File: config.mk
export PLATFORM = sky130hd
export DESIGN_NAME = shift_iter
export DESIGN_NICKNAME = d
export VERILOG_FILES = /design/src/rtl/shift_iter_pkg.sv /design/src/rtl/shift_iter_step.sv /design/src/rtl/shift_iter.sv
export SDC_FILE = /design/constraint.sdc
export NUM_CORES = 1
export LEC_CHECK = 0
export BUFFER_PORTS_ARGS = -buffer_cell sky130_fd_sc_hd__buf_2
export CORE_AREA = 4 4 59 61
export CTS_CLUSTER_DIAMETER = 80
export DETAILED_ROUTE_END_ITERATION = 8
export DIE_AREA = 0 0 63 65
export GPL_ROUTABILITY_DRIVEN = 0
export PLACE_DENSITY_LB_ADDON = 0.15
export SYNTH_ARGS = -nofsm -noshare
export SYNTH_HDL_FRONTEND = slang
export SYNTH_SLANG_ARGS = --single-unit
export TNS_END_PERCENT = 1
File: constraint.sdc
create_clock -name clk -period 2.4 [get_ports clk]
set_clock_uncertainty 0.2 [all_clocks]
set_input_delay 0.12 -clock clk [delete_from_list [all_inputs] [get_ports clk]]
set_output_delay 0.12 -clock clk [all_outputs]
set_load 0.02 [all_outputs]
File: src/rtl/shift_iter_pkg.sv
// Shared definitions for the iterative shifter.
//   shift_op_e : operation encoding presented on the op port
//   state_e    : control FSM encoding (IDLE / SHIFT / DONE)
//   DATA_W     : operand width
//   CNT_W      : shift-amount width
package shift_iter_pkg;

  localparam int DATA_W = 16;
  localparam int CNT_W  = 4;

  typedef enum logic [1:0] {
    OP_ROL = 2'b00,  // rotate left
    OP_SLL = 2'b01,  // shift left logical
    OP_SRA = 2'b10,  // shift right arithmetic
    OP_SRL = 2'b11   // shift right logical
  } shift_op_e;

  typedef enum logic [1:0] {
    ST_IDLE  = 2'b00,
    ST_SHIFT = 2'b01,
    ST_DONE  = 2'b10
  } state_e;

endpackage

File: src/rtl/shift_iter_step.sv
// One combinational shift step of the iterative shifter.
//   in  [15:0] : value before this step
//   op  [1:0]  : operation (shift_op_e encoding)
//   two        : 1 = shift by 2, 0 = shift by 1
//   out [15:0] : value after this step
module shift_step
  import shift_iter_pkg::*;
(
  input  logic [DATA_W-1:0] in,
  input  logic [1:0]        op,
  input  logic              two,
  output logic [DATA_W-1:0] out
);

  always_comb begin
    // NOTE: assigning a default before the case keeps every path driven, so no latch is inferred.
    out = in;
    case (shift_op_e'(op))
      OP_ROL: out = two ? {in[13:0], in[15:14]}      : {in[14:0], in[15]};
      OP_SLL: out = two ? {in[13:0], 2'b00}          : {in[14:0], 1'b0};
      OP_SRA: out = two ? {{2{in[15]}}, in[15:2]}    : {in[15], in[15:1]};
      OP_SRL: out = two ? {2'b00, in[15:2]}          : {1'b0, in[15:1]};
      default: out = in;
    endcase
  end

endmodule

File: src/rtl/shift_iter.sv
// Multi-cycle 16-bit shifter: 2 bits per cycle, 1 on a final odd step.
//   clk        : clock, rising edge
//   rst        : synchronous active-high reset
//   start      : request, accepted only while idle
//   in  [15:0] : operand, captured on accept
//   op  [1:0]  : 00 ROL, 01 SLL, 10 SRA, 11 SRL
//   cnt [3:0]  : shift amount, captured on accept
//   out [15:0] : shift register; final result when done=1, held until next accept
//   busy       : operation in progress
//   done       : one-cycle completion pulse
module shift_iter
  import shift_iter_pkg::*;
(
  input  logic              clk,
  input  logic              rst,
  input  logic              start,
  input  logic [DATA_W-1:0] in,
  input  logic [1:0]        op,
  input  logic [CNT_W-1:0]  cnt,
  output logic [DATA_W-1:0] out,
  output logic              busy,
  output logic              done
);

  state_e              state_q, state_d;
  logic [CNT_W-1:0]    rem_q, rem_d;
  shift_op_e           op_q, op_d;
  logic [DATA_W-1:0]   sh_q, sh_d;

  logic                take_two;
  logic [DATA_W-1:0]   step_out;

  assign take_two = (rem_q >= CNT_W'(2));

  shift_step u_step (
    .in  (sh_q),
    .op  (op_q),
    .two (take_two),
    .out (step_out)
  );

  // State register: FSM state plus the datapath registers it controls.
  always_ff @(posedge clk) begin
    // NOTE: non-blocking assignments so every register samples pre-edge values.
    if (rst) begin
      state_q <= ST_IDLE;
      rem_q   <= '0;
      op_q    <= OP_ROL;
      sh_q    <= '0;
    end else begin
      state_q <= state_d;
      rem_q   <= rem_d;
      op_q    <= op_d;
      sh_q    <= sh_d;
    end
  end

  // Next-state logic.
  always_comb begin
    state_d = state_q;
    rem_d   = rem_q;
    op_d    = op_q;
    sh_d    = sh_q;
    case (state_q)
      ST_IDLE: begin
        if (start) begin
          sh_d    = in;
          rem_d   = cnt;
          op_d    = shift_op_e'(op);
          state_d = (cnt != '0) ? ST_SHIFT : ST_DONE;
        end
      end
      ST_SHIFT: begin
        sh_d  = step_out;
        rem_d = take_two ? (rem_q - CNT_W'(2)) : '0;
        if (rem_d == '0) state_d = ST_DONE;
      end
      ST_DONE: state_d = ST_IDLE;
      default: state_d = ST_IDLE;
    endcase
  end

  // Outputs: out is the shift register itself, qualified externally by done.
  always_comb begin
    out  = sh_q;
    busy = (state_q != ST_IDLE);
    done = (state_q == ST_DONE);
  end

endmodule
==> flow_metrics.tcl <==
set metrics [dict create \
    status "finished, final reports clean" \
    postSynthNetCount 231 \
    p_seq_share_pct 42.4 \
    ys_seq_area_share_pct 29.72 \
    slew_violations 0 \
    synthArstFlopShare_pct 0 \
    drt-total-wl_mm 4.680 \
    initial_core_util_pct 54.29 \
    tightest_slew_ns 0.6215 \
    synthDistinctLibCells 51 \
    sw_frac_of_total_pct 39.35 \
    start_kind "register" \
    min_path_type "input pin to register" \
    max_slew_margin_pct 58.56 \
    period_share_pct 92.85 \
    yosysWarnings 0 \
    synth_top_cell_by_area "dfxtp_1" \
    cts_root_buffer "clkbuf_4" \
    ant_nets 0 \
    p_comb_share_pct 39.1 \
    cts_tree "yes" \
    synthCells 205 \
    r2r_cells 6 \
    antenna_found_initial 0 \
    min_path_cells 2 \
    grt_pass1_vias 1668 \
    synth-edff-count 0 \
    synthToLayoutAreaGrowth_pct 21.83 \
    hpwl_mm 3.446 \
    core_area_um2 2978 \
    p_leak_nw 0.8212 \
    setup_tns_ns 0 \
    clockBufferDepth 2 \
    avgSynthCellArea_um2 7.886 \
    setup_viol 0 \
    hold_viol_final 0 \
    die_w_um 63 \
    timing.rr.start "state_q[1]" \
    ys_ff_latch 24 \
    ys.flop_type "dfxtp_1" \
    grt_overflow 0 \
    crit_arrival_ns 2.30 \
    fin_crit_ns 2.228 \
    internal_power_mw 0.7310 \
    min_to "op_q[1]" \
    drt-initial-drc-count 163 \
    crit_type "register to register" \
    power_density_nw_per_um2 612.0 \
    synthTopCellsByArea "dfxtp_1 30%, a311oi_1 6.5%, nand2_1 4.4%, a21oi_1 3.7%, nor2_1 3.3%" \
    critPathMaxFanout 14 \
    max_cap_viol_count 0 \
    grt_pass1_wl_mm 7.935 \
    num-nets-final 280 \
    drive_above_1_share_pct 25.69 \
    rrSetupSlack_ns 0.17 \
    vias 1759 \
    drtPass1Iterations 4 \
    p_sw_mw 0.4742 \
    fin_util_pct 66.13 \
    cts.sinks 24 \
    timing.fmax_mhz 448.7 \
    antenna_cells 0 \
    clk_latency_ns 0.32 \
    wl_per_cell_um 16.36 \
    required_ns 2.47 \
    endpoint_kind "register" \
    avgViaCountPerCell 6.150 \
    r2r-end "rem_q[2]" \
    ios 43 \
    grt_max_degree 24 \
    synth_top_cell_area_share_pct 29.72 \
    power_mw 1.205 \
    track_usage_pct 23.92 \
    cts-htree-levels 1 \
    numCtsBuffers 3 \
    grt_setup_unrepaired "false" \
    die_area_um2 4095 \
    rows 20 \
    die_h_um 65 \
    p_clk_share_pct 18.6 \
    port_buffers 42 \
    netlist_area_um2 1617 \
    clk_pin_slew_ns 0.14 \
    min_from "rst" \
    drc 0 \
    ir_drop_uv 356.7 \
]
==> cell usage in the layout, fill, tap and decap left out, types with 7 or more instances in the layout <==
cell type	n
buf_2	42
and2_1	7
a311oi_1	12
dlygate4sd3_1	10
o21ai_0	8
nor2_1	13
nand2_1	19
inv_1	12
dfxtp_1	24
a21oi_1	12
==> state kept, by name (all words and copies together) (netlist names) <==
name     count
out         16
state_q      2
op_q         2
rem_q        4
==> synthesized netlist by cell type (4+ instances only) <==
master / instances
dfxtp_1: 24
nand2_1: 19
nor2_1: 14
a21oi_1: 12
a311oi_1: 12
inv_1: 12
o21ai_0: 8
and2_1: 7
a22o_1: 6
a22oi_1: 6
buf_2: 6
a31oi_1: 5
o211ai_1: 5
or2_2: 5
nand2b_1: 4
nand3_1: 4
o32ai_1: 4
==> worst max-delay path, cell delays in order (launching register included) <==
cell and delay (ns):
dfxtp_1 0.41, buf_4 0.22, or2_2 0.33, nor2_2 0.25
a221oi_1 0.14, nor2_1 0.09, dlygate4sd3_1 0.54
==> through the flow <==
| step | hold WS [ns] | instances | setup WS, ns | area, µm² |
|---|---|---|---|---|
| 5_1_grt | 0.03173 | 286 | 0.08026 | 1969 |
| 2_1_floorplan | 0.06722 | 205 | 0.7629 | 1617 |
| 3_3_place_gp | 0.1552 | 272 | 0.4627 | 1831 |
| 4_1_cts | 0.001151 | 286 | 0.07154 | 1967 |
| 6_report | 0.008934 | 286 | 0.1716 | 1969 |
| 3_5_place_dp | 0.1753 | 272 | 0.4350 | 1831 |
==> power by group through the flow <==
stage | Clock (mW) | Sequential [mW] | Combinational (mW)
after floorplan | 0 | 0.541 | 0.307
after detailed placement | 0 | 0.518 | 0.450
after global placement | 0 | 0.517 | 0.450
after global routing | 0.249 | 0.519 | 0.514
final | 0.224 | 0.510 | 0.471
after CTS | 0.228 | 0.509 | 0.465
==> timing repair <==
| action | CTS | global route |
|---|---|---|
| hold endpoints to repair | 8 | 0 |
| setup endpoints to repair | 0 | 1 |
| hold buffers | 10 | 0 |
| gates resized for setup | 0 | 1 |
| buffers inserted | 0 | 0 |
==> area by class of cell <==
cell class	instances	area (µm²)
clock buffers	4	36.28
fillers	258	1008
inverters	13	48.80
multi-input cells	154	1007
flip-flops and latches	24	480.5
well taps	33	41.29
repair buffers	58	355.3
==> worst max path at each step <==
| stage | slack [ns] | cells past startpoint | from | to |
|---|---|---|---|---|
| after CTS | 0.07 | 6 | state_q[1] | rem_q[2] |
| after global routing | 0.08 | 6 | state_q[1] | rem_q[2] |
| after detailed placement | 0.44 | 4 | rem_q[3] | out[0] |
| final | 0.17 | 6 | state_q[1] | rem_q[2] |
| after global placement | 0.46 | 4 | rem_q[3] | out[14] |
| after floorplan | 0.76 | 6 | rem_q[1] | rem_q[0] |
==> per-layer routing <==
metal  up-vias  track usage [%]  share of wire (%)
met5         -                0                  0
met4         0            6.336                1.2
met3         8            4.853                9.7
met2        90            37.94                 46
met1       793            32.88                 43
li1        868                -                  -
==> cells by family after synthesis <==
kind of cell | after synthesis | share of synthesized area [%]
muxes | 3 | 1.935
buffers and inverters | 27 | 8.127
and+or+nand+nor | 71 | 22.99
DFF | 24 | 29.72
xor gates and xnor gates | 1 | 0.5419
adders and majority gates | 1 | 0.7739
AOI/OAI and AO/OA | 78 | 35.91
Power figures use the tool's default switching activity.
